[config.mk]
export PLATFORM = sky130hd
export DESIGN_NAME = mic1_exec_ctrl
export DESIGN_NICKNAME = d
export VERILOG_FILES = /design/src/rtl/mic1_ctrl_pkg.sv /design/src/rtl/mic1_debounce.sv /design/src/rtl/mic1_exec_ctrl.sv
export SDC_FILE = /design/constraint.sdc
export NUM_CORES = 1
export LEC_CHECK = 0
export ABC_AREA = 0
export CAP_MARGIN = 10
export CORE_MARGIN = 4
export CORE_UTILIZATION = 45
export CTS_BUF_LIST = sky130_fd_sc_hd__clkbuf_4 sky130_fd_sc_hd__clkbuf_8 sky130_fd_sc_hd__clkbuf_16
export DETAILED_ROUTE_END_ITERATION = 12
export PLACE_DENSITY = 0.65
export SLEW_MARGIN = 20
export SYNTH_ARGS = -nofsm -noshare
export SYNTH_HDL_FRONTEND = slang
export SYNTH_HIERARCHICAL = 1
export SYNTH_SLANG_ARGS = --single-unit
export TNS_END_PERCENT = 100
[constraint.sdc]
create_clock -name clk -period 2.56 [get_ports clk]
set_input_delay 0.512 -clock clk [delete_from_list [all_inputs] [get_ports clk]]
set_output_delay 0.512 -clock clk [all_outputs]
set_load 0.05 [all_outputs]
[src/rtl/mic1_ctrl_pkg.sv]
// rtl/mic1_ctrl_pkg.sv - shared types and constants for the MIC-1 execution controller
package mic1_ctrl_pkg;

  localparam int EXEC_STATE_W            = 2;
  localparam int DEFAULT_DEBOUNCE_CYCLES = 60000;

  typedef enum logic [EXEC_STATE_W-1:0] {
    IDLE   = 2'd0,
    RUN    = 2'd1,
    STEP   = 2'd2,
    HALTED = 2'd3
  } exec_state_t;

endpackage

[src/rtl/mic1_debounce.sv]
// rtl/mic1_debounce.sv - button synchroniser, debouncer and rising-edge press detector
module mic1_debounce
  import mic1_ctrl_pkg::*;
#(
  parameter int DEBOUNCE_CYCLES = DEFAULT_DEBOUNCE_CYCLES
) (
  input  logic clk,
  input  logic rst,
  input  logic btn,
  output logic level,
  output logic press
);

  localparam int            CW      = (DEBOUNCE_CYCLES > 1) ? $clog2(DEBOUNCE_CYCLES) : 1;
  localparam logic [CW-1:0] CNT_MAX = CW'(DEBOUNCE_CYCLES - 1);

  logic          sync_ff1;
  logic          sync_ff2;
  logic          level_q;
  logic [CW-1:0] cnt;

  // Two-flop synchroniser for the asynchronous pad input.
  always_ff @(posedge clk or posedge rst) begin
    if (rst) begin
      sync_ff1 <= 1'b0;
      sync_ff2 <= 1'b0;
    end else begin
      sync_ff1 <= btn;
      sync_ff2 <= sync_ff1;
    end
  end

  // Accept a new level only after it has been stable for DEBOUNCE_CYCLES; any bounce restarts the count.
  always_ff @(posedge clk or posedge rst) begin
    if (rst) begin
      cnt   <= '0;
      level <= 1'b0;
    end else if (sync_ff2 == level) begin
      cnt <= '0;
    end else if (cnt == CNT_MAX) begin
      cnt   <= '0;
      level <= sync_ff2;
    end else begin
      cnt <= cnt + CW'(1);
    end
  end

  // Delayed copy of the accepted level for edge detection.
  always_ff @(posedge clk or posedge rst) begin
    if (rst) level_q <= 1'b0;
    else     level_q <= level;
  end

  // Only presses matter; releases produce no pulse.
  assign press = level & ~level_q;

endmodule

[src/rtl/mic1_exec_ctrl.sv]
// rtl/mic1_exec_ctrl.sv - run/step/stop execution controller producing the MIC-1 clock-enable
module mic1_exec_ctrl
  import mic1_ctrl_pkg::*;
#(
  parameter int DEBOUNCE_CYCLES = DEFAULT_DEBOUNCE_CYCLES,
  parameter bit STEP_MACRO      = 1'b1,
  parameter int CNT_W           = 32
) (
  input  logic                    clk,
  input  logic                    rst,
  input  logic                    btn_run,
  input  logic                    btn_step,
  input  logic                    btn_stop,
  input  logic                    instr_boundary,
  input  logic                    cpu_halt,
  output logic                    cpu_en,
  output logic [EXEC_STATE_W-1:0] state,
  output logic                    step_done,
  output logic                    led_run,
  output logic                    led_halt,
  output logic [CNT_W-1:0]        instr_count
);

  exec_state_t state_q, state_n;
  logic        pause_pending, pause_n;
  logic        step_exec, exec_n;
  logic        press_run, press_step, press_stop;
  logic        run_p, step_p;
  logic        step_stop;
  logic [2:0]  unused_btn_level;

  mic1_debounce #(.DEBOUNCE_CYCLES(DEBOUNCE_CYCLES)) u_db_run (
    .clk(clk), .rst(rst), .btn(btn_run),  .level(unused_btn_level[0]), .press(press_run)
  );
  mic1_debounce #(.DEBOUNCE_CYCLES(DEBOUNCE_CYCLES)) u_db_step (
    .clk(clk), .rst(rst), .btn(btn_step), .level(unused_btn_level[1]), .press(press_step)
  );
  mic1_debounce #(.DEBOUNCE_CYCLES(DEBOUNCE_CYCLES)) u_db_stop (
    .clk(clk), .rst(rst), .btn(btn_stop), .level(unused_btn_level[2]), .press(press_stop)
  );

  // Coincident presses resolve stop > step > run; losers are dropped.
  assign step_p = press_step & ~press_stop;
  assign run_p  = press_run & ~press_step & ~press_stop;

  // A step ends once something has executed and, in macro mode, the CPU is back at Main1.
  assign step_stop = (state_q == STEP) && step_exec && (instr_boundary || !STEP_MACRO);

  assign cpu_en   = ((state_q == RUN) || (state_q == STEP))
                  && !(pause_pending && instr_boundary) && !step_stop;
  assign state    = state_q;
  assign led_run  = (state_q == RUN) || (state_q == STEP);
  assign led_halt = (state_q == HALTED);

  // Controller state, pending pause request and step-progress flag.
  always_ff @(posedge clk or posedge rst) begin
    if (rst) begin
      state_q       <= IDLE;
      pause_pending <= 1'b0;
      step_exec     <= 1'b0;
    end else begin
      state_q       <= state_n;
      pause_pending <= pause_n;
      step_exec     <= exec_n;
    end
  end

  // Next-state logic; a halt seen while enabled overrides every other transition.
  always_comb begin
    state_n   = state_q;
    pause_n   = pause_pending;
    exec_n    = step_exec;
    step_done = 1'b0;
    case (state_q)
      IDLE: begin
        pause_n = 1'b0;
        exec_n  = 1'b0;
        if (run_p)       state_n = RUN;
        else if (step_p) state_n = STEP;
      end
      RUN: begin
        if (pause_pending && instr_boundary) begin
          state_n = IDLE;
          pause_n = 1'b0;
        end else if (press_stop) begin
          pause_n = 1'b1;
        end
      end
      STEP: begin
        if (cpu_en) exec_n = 1'b1;
        if (step_stop || (pause_pending && instr_boundary)) begin
          state_n   = IDLE;
          pause_n   = 1'b0;
          exec_n    = 1'b0;
          step_done = step_stop && !pause_pending;
        end else if (press_stop && STEP_MACRO) begin
          // A microstep is a single cycle and always completes, so only macro steps can be aborted.
          pause_n = 1'b1;
        end
      end
      HALTED: begin
        state_n = HALTED;
      end
      default: begin
        state_n = IDLE;
      end
    endcase
    if (cpu_halt && cpu_en) begin
      state_n = HALTED;
      pause_n = 1'b0;
      exec_n  = 1'b0;
    end
  end

  // Count macroinstructions as they start; survives IDLE, wraps naturally.
  always_ff @(posedge clk or posedge rst) begin
    if (rst)                           instr_count <= '0;
    else if (instr_boundary && cpu_en) instr_count <= instr_count + CNT_W'(1);
  end

endmodule

==> results of run 1 <==
==> sequential cells by signal (all words and copies together), names as in the netlist <==
signal	count
instr_count	32
u_db_run/cnt	16
u_db_step/cnt	16
u_db_stop/cnt	16
state	2
pause_pending	1
step_exec	1
u_db_run/level	1
u_db_run/level_q	1
u_db_run/sync_ff1	1
u_db_run/sync_ff2	1
u_db_step/level	1
u_db_step/level_q	1
u_db_step/sync_ff1	1
u_db_step/sync_ff2	1
u_db_stop/level	1
u_db_stop/level_q	1
u_db_stop/sync_ff1	1
u_db_stop/sync_ff2	1
==> synth_stat cells, drive strengths merged <==
library cell	count	area, µm²
or4b	3	30.0
and3	3	18.8
nor4	24	228
o211ai	1	7.51
a31oi	1	6.26
xor2	33	289
o31ai	1	7.51
a2bb2oi	1	8.76
inv	23	86.3
nor3b	1	7.51
and4	8	72.6
or3b	3	26.3
nand2b	1	6.26
dfrtp	96	2400
o22a	3	26.3
nor2b	3	18.8
nand3b	2	15.0
xnor2	43	377
mux2	3	33.8
or3	1	11.3
a21o	2	15.0
and2b	1	7.51
a21oi	1	5.00
nor3	26	130
or2	3	18.8
o21ai	2	10.0
a21boi	2	18.8
nand3	20	100
buf	10	111
ha	10	125
and2	4	25.0
nor2	57	214
nand2	28	108
nand4	28	196
a41oi	1	8.76
==> layout make-up <==
type | count | area [µm²]
tap | 136 | 170
timing repair buffer | 46 | 473
fill | 905 | 4780
inverter | 23 | 86.3
multi-input combinational | 320 | 2180
sequential | 96 | 2400
clock buffer | 12 | 159
clock inverter | 4 | 76.3
==> metrics by stage <==
step / setup WS (ns) / instances
3_5_place_dp: 0.157 / 621
5_1_grt: 0.0273 / 637
3_3_place_gp: 0.235 / 621
4_1_cts: 0.142 / 637
2_1_floorplan: 0.0670 / 449
6_report: 0.165 / 637
==> layer usage <==
metal / up-vias / track usage
met3: 7 / 0.0344
met1: 1619 / 0.214
met2: 53 / 0.233
li1: 1646 / -
met4: 0 / 0.0443
met5: - / 0
==> final timing paths <==
kind / slack (ns) / to / depth (start not counted) / from
min reg2reg: 0.35 / u_db_stop/sync_ff2 / 0 / u_db_stop/sync_ff1
min in group asynchronous: 0.68 / instr_count[11] / 3 / rst
max: 0.16 / led_halt / 2 / state[1]
max in group asynchronous: 1.37 / u_db_stop/level_q / 2 / rst
min: 0.35 / u_db_stop/sync_ff2 / 0 / u_db_stop/sync_ff1
max reg2reg: 0.25 / instr_count[26] / 6 / state[1]
==> power groups by stage <==
stage | Combinational [µW] | Clock, µW | Sequential [µW]
6_report | 83.4 | 1130 | 1550
5_1_grt | 97.9 | 1230 | 1550
4_1_cts | 87.2 | 1170 | 1550
3_5_place_dp | 86.5 | 0 | 1580
3_3_place_gp | 84.5 | 0 | 1580
2_1_floorplan | 69.4 | 0 | 1570
==> cell families after synthesis <==
logic type | Yosys count | synth area share
and+or+nand+nor | 216 | 0.259
DFF | 96 | 0.503
xor gates and xnor gates | 76 | 0.139
buffers and inverters | 33 | 0.0414
AOI/OAI and AO/OA | 15 | 0.0239
adders and majority gates | 10 | 0.0262
muxes | 3 | 0.00708
==> impl_metrics.toml, run 1 <==
[detailed_routing]
vias = 3325
drc = 0
met2_length_um = 4080
wl_met3_um = 318
totalWireLength_um = 8910
drt-initial-drc-count = 143
ant_nets = 0
wl_met1_um = 4420
route.top_layer_used = "met4"
post_drt_wl_per_cell_um = 14.0
via_per_inst = 5.22
first_pass_iters = 4

[global_route]
grt_use_total = 0.151
grt_pass1_vias = 3142
antenna_found_initial = 0
grt_max_degree = 37
grt_first_pass_wirelength_um = 15500
grt_overflow = 0

[sta]
rsz0062_at_grt = "no"
fin_worst_skew_ns = 0.0121
finalSetupViolations = 0
hold_violations = 0
period_share = 0.936
period_minus_slack_ns = 2.40
whs_ns = 0.353
slew_headroom = 0.500
fmax_mhz = 418
worst_pin_slew_ns = 0.749
finalMaxSlewViolations = 0
setup_tns_ns = 0

[power]
pwr_density_cell_nw_per_um2 = 499
leakage_uw = 0.00240
ir_worst_vdd_mv = 0.298
power.net_switching_uw = 593
clkPwrFrac = 0.410
intPower_uw = 2170
sw_frac_of_total = 0.214
comb_power_share = 0.030
finalPower_uw = 2770
power_frac_seq = 0.560

[logic_synthesis]
yosysUniqueCellTypes = 44
synth.cell_area_um2 = 4770
syn-num-nets = 466
syn_area_per_cell_um2 = 10.6
ys_warn_count = 6
yosysSeqAreaShare = 0.503
synth_seq_cells = 96
syn_inst = 449

[place]
port_buffers = 44
place_area_um2 = 5310
place_congestion = 0.805
dp_hpwl_um = 6360

[setup_path]
worstSetupEndpointType = "output pin"
cp_slowest_stage_delay_ns = 0.84
cp_cell_sequence = "ha_1, clkdlybuf4s50_1"
path_delay_family = "buffers and inverters"
critPathKind = "flop to output pin"
critPathSlowestCell = "clkdlybuf4s50_1"
path_buf_inv = 1
cp.required_ns = 2.05
start_kind = "flop"
crit_fanout = 6
cp_data_arrival_time_ns = 1.88

[layout]
drive_gt1_frac = 0.0918
area_growth_syn_to_layout_pct = 16.2
antennaDiodeCount = 0
layout_commonest_cell = "dfrtp_1"
design_area_um2 = 5550
final_util = 0.537
mostFrequentLayoutCells = "dfrtp_1 (96), nor2_1 (57), xnor2_1 (43), clkdlybuf4s50_1 (41), xor2_1 (33)"
nNetsFinal = 513

[status]
outcome = "complete, no violations"

[cts]
clk_path_buf_depth = 2
cts-root-buf = "clkbuf_8"
cts_resized = 0
cts_inserted_buffers = 9
htreeDepth = 3
holdBufCountCts = 0
post-cts-setup-buffers = 0
clk_latency_ns = 0.36
clkTransAtPathRegs_ns = 0.08
cts.sinks = 96
cts_tree = "done"

[job]
maxCapViolations = 0

[floorplan]
num_rows = 37
die_h_um = 111
die_area_um2 = 12300
initial_core_util = 0.462
coreArea_um2 = 10300
io_pins = 45
die_w_um = 111

[min_path]
hold_class = "flop to flop"
No activity file was read; power rests on OpenSTA's default activity.
==> inputs of run 2 (changes only) <==
--- a/config.mk
+++ b/config.mk
@@ -11,7 +11,7 @@
 export CORE_UTILIZATION = 45
 export CTS_BUF_LIST = sky130_fd_sc_hd__clkbuf_4 sky130_fd_sc_hd__clkbuf_8 sky130_fd_sc_hd__clkbuf_16
 export DETAILED_ROUTE_END_ITERATION = 12
-export PLACE_DENSITY = 0.65
+export PLACE_DENSITY_LB_ADDON = 0.12
 export SLEW_MARGIN = 20
 export SYNTH_ARGS = -nofsm -noshare
 export SYNTH_HDL_FRONTEND = slang
==> run 2 against run 1 <==
Compared with the run above: sequential cell count unchanged; clock skew down 0.00090 ns; critical path type unchanged; via count down 0.72%; cell count up 0.16%; worst hold slack better by 0.0045 ns; first-iteration DRC count down 36%; die area unchanged; wire length down 3.3%; global-route usage down 0.12 points; largest cell class unchanged.
==> impl_metrics.toml, run 2 (synthesized netlist as in run 1, its figures left out) <==
[status]
outcome = "complete, no violations"

[floorplan]
die_w_um = 111
coreArea_um2 = 10300
die_h_um = 111
num_rows = 37
die_area_um2 = 12300
initial_core_util = 0.462
io_pins = 45

[layout]
nFillCells = 913
drive_gt1_frac = 0.0936
layout_commonest_cell = "dfrtp_1"
largest_register_ffs = 32
regArea_um2 = 2400
mostFrequentLayoutCells = "dfrtp_1 (96), nor2_1 (57), xnor2_1 (43), clkdlybuf4s50_1 (41), xor2_1 (33)"
final_util = 0.536
design_area_um2 = 5530
multiInputGateArea_um2 = 2180
antennaDiodeCount = 0
area_growth_syn_to_layout_pct = 15.9
nNetsFinal = 514
regMostFlops = "instr_count"

[cts]
htreeDepth = 3
cts-root-buf = "clkbuf_8"
cts_tree = "done"
clk_latency_ns = 0.35
clk_path_buf_depth = 2
post-cts-setup-buffers = 0
holdBufCountCts = 0
cts_resized = 0
clkTransAtPathRegs_ns = 0.09
cts.sinks = 96
cts_inserted_buffers = 9

[setup_path]
critPathSlowestCell = "clkdlybuf4s50_1"
path_delay_family = "buffers and inverters"
crit_fanout = 6
cp_slowest_stage_delay_ns = 0.82
worstSetupEndpointType = "output pin"
path_buf_inv = 1
cp_cell_sequence = "ha_1, clkdlybuf4s50_1"
critPathKind = "flop to output pin"
start_kind = "flop"
cp_data_arrival_time_ns = 1.85
cp.required_ns = 2.05

[global_route]
antenna_found_initial = 0
grt_overflow = 0
grt_pass1_vias = 3226
grt_max_degree = 37
grt_use_total = 0.150
grt_first_pass_wirelength_um = 15400

[detailed_routing]
first_pass_iters = 4
totalWireLength_um = 8610
via_per_inst = 5.17
drc = 0
drt-initial-drc-count = 91
ant_nets = 0
vias = 3301
post_drt_wl_per_cell_um = 13.5

[place]
place_area_um2 = 5320
dp_hpwl_um = 6220
port_buffers = 44
place_congestion = 0.792
pre_cts_slack_ns = 0.301

[sta]
finalSetupViolations = 0
hold_violations = 0
fmax_mhz = 423
period_minus_slack_ns = 2.36
fin_ws_ns = 0.198
worst_pin_slew_ns = 0.742
rsz0062_at_grt = "no"
fin_worst_skew_ns = 0.0112
setup_tns_ns = 0
period_share = 0.923
slew_headroom = 0.505
finalMaxSlewViolations = 0

[power]
ir_worst_vdd_mv = 0.271
pwr_density_cell_nw_per_um2 = 482
finalPower_uw = 2670
leakage_uw = 0.00239

[min_path]
hold_class = "flop to flop"

[job]
maxCapViolations = 0
==> run 2: final timing paths <==
check	startpoint	to	slack (ns)	cells after the start
max in group asynchronous	rst	u_db_step/cnt[10]	1.40	2
min reg2reg	u_db_run/sync_ff1	u_db_run/sync_ff2	0.36	0
max reg2reg	state[0]	instr_count[29]	0.28	6
max	state[0]	led_halt	0.20	2
min	u_db_run/sync_ff1	u_db_run/sync_ff2	0.36	0
min in group asynchronous	rst	u_db_run/cnt[0]	0.59	3
==> run 2: worst reg2reg max path, delay by kind of cell (launching register included) <==
family,cells,cell delay (ns)
AO/OA/AOI/OAI,1,0.28
flip-flops,1,0.46
buffers and inverters,1,0.12
adder cells (fa/ha/maj),1,0.39
XOR/XNOR,1,0.16
AND/OR/NAND/NOR,2,0.81
==> run 2: per-stage QoR <==
step,std cells,hold WS (ns)
finish,638,0.357
detailed placement,622,0.335
global route,638,0.372
global placement,622,0.333
floorplan,449,0.331
CTS,638,0.357
==> run 2: power by group <==
| part | leakage [µW] | switching, µW | internal (µW) |
|---|---|---|---|
| clock | 0.000102 | 526 | 510 |
| sequential | 0.00129 | 16.2 | 1530 |
| combinational | 0.000992 | 58.7 | 26.1 |
| total | 0.00239 | 601 | 2070 |
==> run 2: final cells by class <==
| cell class | instances | share of cell area |
|---|---|---|
| sequential | 96 | 0.434 |
| multi-input combinational | 320 | 0.394 |
| timing repair buffer | 47 | 0.0869 |
| tap | 136 | 0.0308 |
| clock buffer | 11 | 0.0274 |
| inverter | 23 | 0.0156 |
| clock inverter | 5 | 0.0113 |
==> run 2: per-layer routing <==
| metal | share of wire | vias to the layer above | track usage |
|---|---|---|---|
| met5 | 0 | - | 0 |
| met4 | 0.017 | 0 | 0.0591 |
| met3 | 0.034 | 11 | 0.0278 |
| met2 | 0.47 | 41 | 0.235 |
| met1 | 0.48 | 1597 | 0.206 |
| li1 | - | 1652 | - |
==> RTL change, RTL diff (config.mk and constraints of run 2) <==
Register the inputs `btn_run`, `btn_step`, `btn_stop`, `instr_boundary` and `cpu_halt` before use, cleared by the reset. The logic sees them one clock later.
--- a/src/rtl/mic1_exec_ctrl.sv
+++ b/src/rtl/mic1_exec_ctrl.sv
@@ -21,6 +21,28 @@
   output logic [CNT_W-1:0]        instr_count
 );
 
+  logic btn_run_q;
+  logic btn_step_q;
+  logic btn_stop_q;
+  logic instr_boundary_q;
+  logic cpu_halt_q;
+
+  always_ff @(posedge clk or posedge rst) begin
+    if (rst) begin
+      btn_run_q        <= '0;
+      btn_step_q       <= '0;
+      btn_stop_q       <= '0;
+      instr_boundary_q <= '0;
+      cpu_halt_q       <= '0;
+    end else begin
+      btn_run_q        <= btn_run;
+      btn_step_q       <= btn_step;
+      btn_stop_q       <= btn_stop;
+      instr_boundary_q <= instr_boundary;
+      cpu_halt_q       <= cpu_halt;
+    end
+  end
+
   exec_state_t state_q, state_n;
   logic        pause_pending, pause_n;
   logic        step_exec, exec_n;
@@ -30,13 +52,13 @@
   logic [2:0]  unused_btn_level;
 
   mic1_debounce #(.DEBOUNCE_CYCLES(DEBOUNCE_CYCLES)) u_db_run (
-    .clk(clk), .rst(rst), .btn(btn_run),  .level(unused_btn_level[0]), .press(press_run)
+    .clk(clk), .rst(rst), .btn(btn_run_q),  .level(unused_btn_level[0]), .press(press_run)
   );
   mic1_debounce #(.DEBOUNCE_CYCLES(DEBOUNCE_CYCLES)) u_db_step (
-    .clk(clk), .rst(rst), .btn(btn_step), .level(unused_btn_level[1]), .press(press_step)
+    .clk(clk), .rst(rst), .btn(btn_step_q), .level(unused_btn_level[1]), .press(press_step)
   );
   mic1_debounce #(.DEBOUNCE_CYCLES(DEBOUNCE_CYCLES)) u_db_stop (
-    .clk(clk), .rst(rst), .btn(btn_stop), .level(unused_btn_level[2]), .press(press_stop)
+    .clk(clk), .rst(rst), .btn(btn_stop_q), .level(unused_btn_level[2]), .press(press_stop)
   );
 
   // Coincident presses resolve stop > step > run; losers are dropped.
@@ -44,10 +66,10 @@
   assign run_p  = press_run & ~press_step & ~press_stop;
 
   // A step ends once something has executed and, in macro mode, the CPU is back at Main1.
-  assign step_stop = (state_q == STEP) && step_exec && (instr_boundary || !STEP_MACRO);
+  assign step_stop = (state_q == STEP) && step_exec && (instr_boundary_q || !STEP_MACRO);
 
   assign cpu_en   = ((state_q == RUN) || (state_q == STEP))
-                  && !(pause_pending && instr_boundary) && !step_stop;
+                  && !(pause_pending && instr_boundary_q) && !step_stop;
   assign state    = state_q;
   assign led_run  = (state_q == RUN) || (state_q == STEP);
   assign led_halt = (state_q == HALTED);
@@ -79,7 +101,7 @@
         else if (step_p) state_n = STEP;
       end
       RUN: begin
-        if (pause_pending && instr_boundary) begin
+        if (pause_pending && instr_boundary_q) begin
           state_n = IDLE;
           pause_n = 1'b0;
         end else if (press_stop) begin
@@ -88,7 +110,7 @@
       end
       STEP: begin
         if (cpu_en) exec_n = 1'b1;
-        if (step_stop || (pause_pending && instr_boundary)) begin
+        if (step_stop || (pause_pending && instr_boundary_q)) begin
           state_n   = IDLE;
           pause_n   = 1'b0;
           exec_n    = 1'b0;
@@ -105,7 +127,7 @@
         state_n = IDLE;
       end
     endcase
-    if (cpu_halt && cpu_en) begin
+    if (cpu_halt_q && cpu_en) begin
       state_n = HALTED;
       pause_n = 1'b0;
       exec_n  = 1'b0;
@@ -115,7 +137,7 @@
   // Count macroinstructions as they start; survives IDLE, wraps naturally.
   always_ff @(posedge clk or posedge rst) begin
     if (rst)                           instr_count <= '0;
-    else if (instr_boundary && cpu_en) instr_count <= instr_count + CNT_W'(1);
+    else if (instr_boundary_q && cpu_en) instr_count <= instr_count + CNT_W'(1);
   end
 
 endmodule
Formal check against the unedited RTL: no difference found for any inputs over 10 cycles, from zero or initial values and one cycle with rst high; that may be too few to reach the edited logic, so the function may still have changed.
==> RTL change against run 2 <==
Cell count is 1.4% lower; global-route usage is 0.29 points higher; power is 1.1% higher; final area is 0.59% higher; routed wire length is 6.5% higher; sequential cell count is 5 higher; via count is 0.64% higher; worst setup slack worse by 0.032 ns; area after synthesis is 0.63% higher; critical path type unchanged; largest cell class unchanged.
==> RTL change: results (changes against run 2) <==
via_count: 3322  # +0.64%
yosys-top-cells-count: "101 x dfrtp_1, 60 x xnor2_1, 58 x nor2_1, 32 x nand4_1, 23 x nand2_1"
drive_gt1_frac: 0.0811  # -0.0125
met2_length_um: 4350  # +6.8%
async_reset_ff_frac: 1.00  # unchanged
syn_area_per_cell_um2: 10.9  # +2.7%
route.met3.wl_um: 284  # -4.4%
grt_pass1_wl_um: 15800  # +2.5%
io_buffers: 44  # unchanged
regMostFlops: "instr_count"
ys_types: 45  # +2.3%
cts_buffers: 9  # unchanged
synth_nets: 457  # -1.9%
gr-usage-all-layers: 0.153  # +0.00286
synth_warnings: 6  # unchanged
fin_skew_ns: 0.00829  # -0.00292 ns
placed_cell_area_um2: 5380  # +1.2%
gp_congestion: 0.793  # +0.13%
p_sw_frac: 0.224  # -0.00160
routed_wirelength_um: 9170  # +6.5%
largest_reg_flops: 32  # unchanged
diodes: 0  # unchanged
drt-wirelength-per-cell_um: 14.6  # +8.0%
dp.cells: 614  # -1.3%
pre_cts_ws_ns: 0.347  # +0.0467 ns
critical-path-top-delay-family: "buffers and inverters"
finalPower_w: 0.00270  # +1.1%
holdPathStages: 0  # unchanged
drtIter0Drc: 161  # +77%
critical-path-slowest-cell: "clkdlybuf4s50_1"
power_leakage_nw: 2.29  # -4.3%
critical_path_arrival_ns: 1.88  # +0.03 ns
pg_seq_w: 0.00163  # +5%
hpwl_um: 6360  # +2.2%
clkPwrFrac: 0.362  # -0.026
status: "finished, final reports clean"
grt_max_degree: 42  # +14%
fin_nets: 506  # -1.6%
irDropWorstVdd_mv: 0.450  # +66%
tightest_slew_ns: 0.776  # +0.0348 ns
yosysSeqAreaShare: 0.526  # +0.0229
wl_met1_um: 4450  # +8.5%
clockBufferDepth: 2  # unchanged
cts_root_buf: "clkbuf_8"
synth_area_leaders: "dfrtp_1 53%, xnor2_1 11%, nor2_1 4.5%"
cp_max_fo: 5  # -1
cpPeakStageDelay_ns: 0.81
-- RTL change: cell count changes after synthesis, moves of 4 or more --
cell            run 2  this run
xnor2_1            43        60
xor2_1             33        16
nor3_1             26        15
nor4_2             10         3
nand4_1            26        32
dfrtp_1            96       101
inv_1              23        18
a21oi_1             1         5
nand2_1            27        23
-- RTL change: cells by family (layout without fill, tap and decap cells) --
group | Yosys count | in the layout | synth area share
multiplexers | 5 | 5 | 0.0115
adder cells (fa/ha/maj) | 10 | 10 | 0.0261
flip-flops | 101 | 101 | 0.526
AND/OR/NAND/NOR | 206 | 206 | 0.242
XOR/XNOR | 76 | 76 | 0.139
AO/OA/AOI/OAI | 15 | 15 | 0.0208
buffers and inverters | 27 | 80 | 0.0346
-- RTL change: layout make-up --
class	instances	area (um2)
Sequential cell	101	2530
Fill cell	951	4810
Clock buffer	10	131
Inverter	18	67.6
Tap cell	136	170
Timing Repair Buffer	47	493
Multi-Input combinational cell	312	2120
Clock inverter	5	52.6
-- RTL change: final timing paths --
check | start | endpoint | slack [ns]
max reg2reg | state[1]$_DFFE_PP0P_ | instr_count[18]$_DFFE_PP0P_ | 0.35
min | btn_run_q$_DFF_PP0_ | u_db_run/sync_ff1$_DFF_PP0_ | 0.35
min reg2reg | btn_run_q$_DFF_PP0_ | u_db_run/sync_ff1$_DFF_PP0_ | 0.35
max in group asynchronous | rst | u_db_step/cnt[8]$_DFF_PP0_ | 1.36
max | state[1]$_DFFE_PP0P_ | led_halt | 0.17
min in group asynchronous | rst | state[0]$_DFFE_PP0P_ | 0.59
-- RTL change: routing by layer --
metal / up-vias / track usage
met5: - / 0
met4: 0 / 0.0446
li1: 1620 / -
met3: 8 / 0.0388
met2: 55 / 0.240
met1: 1639 / 0.211
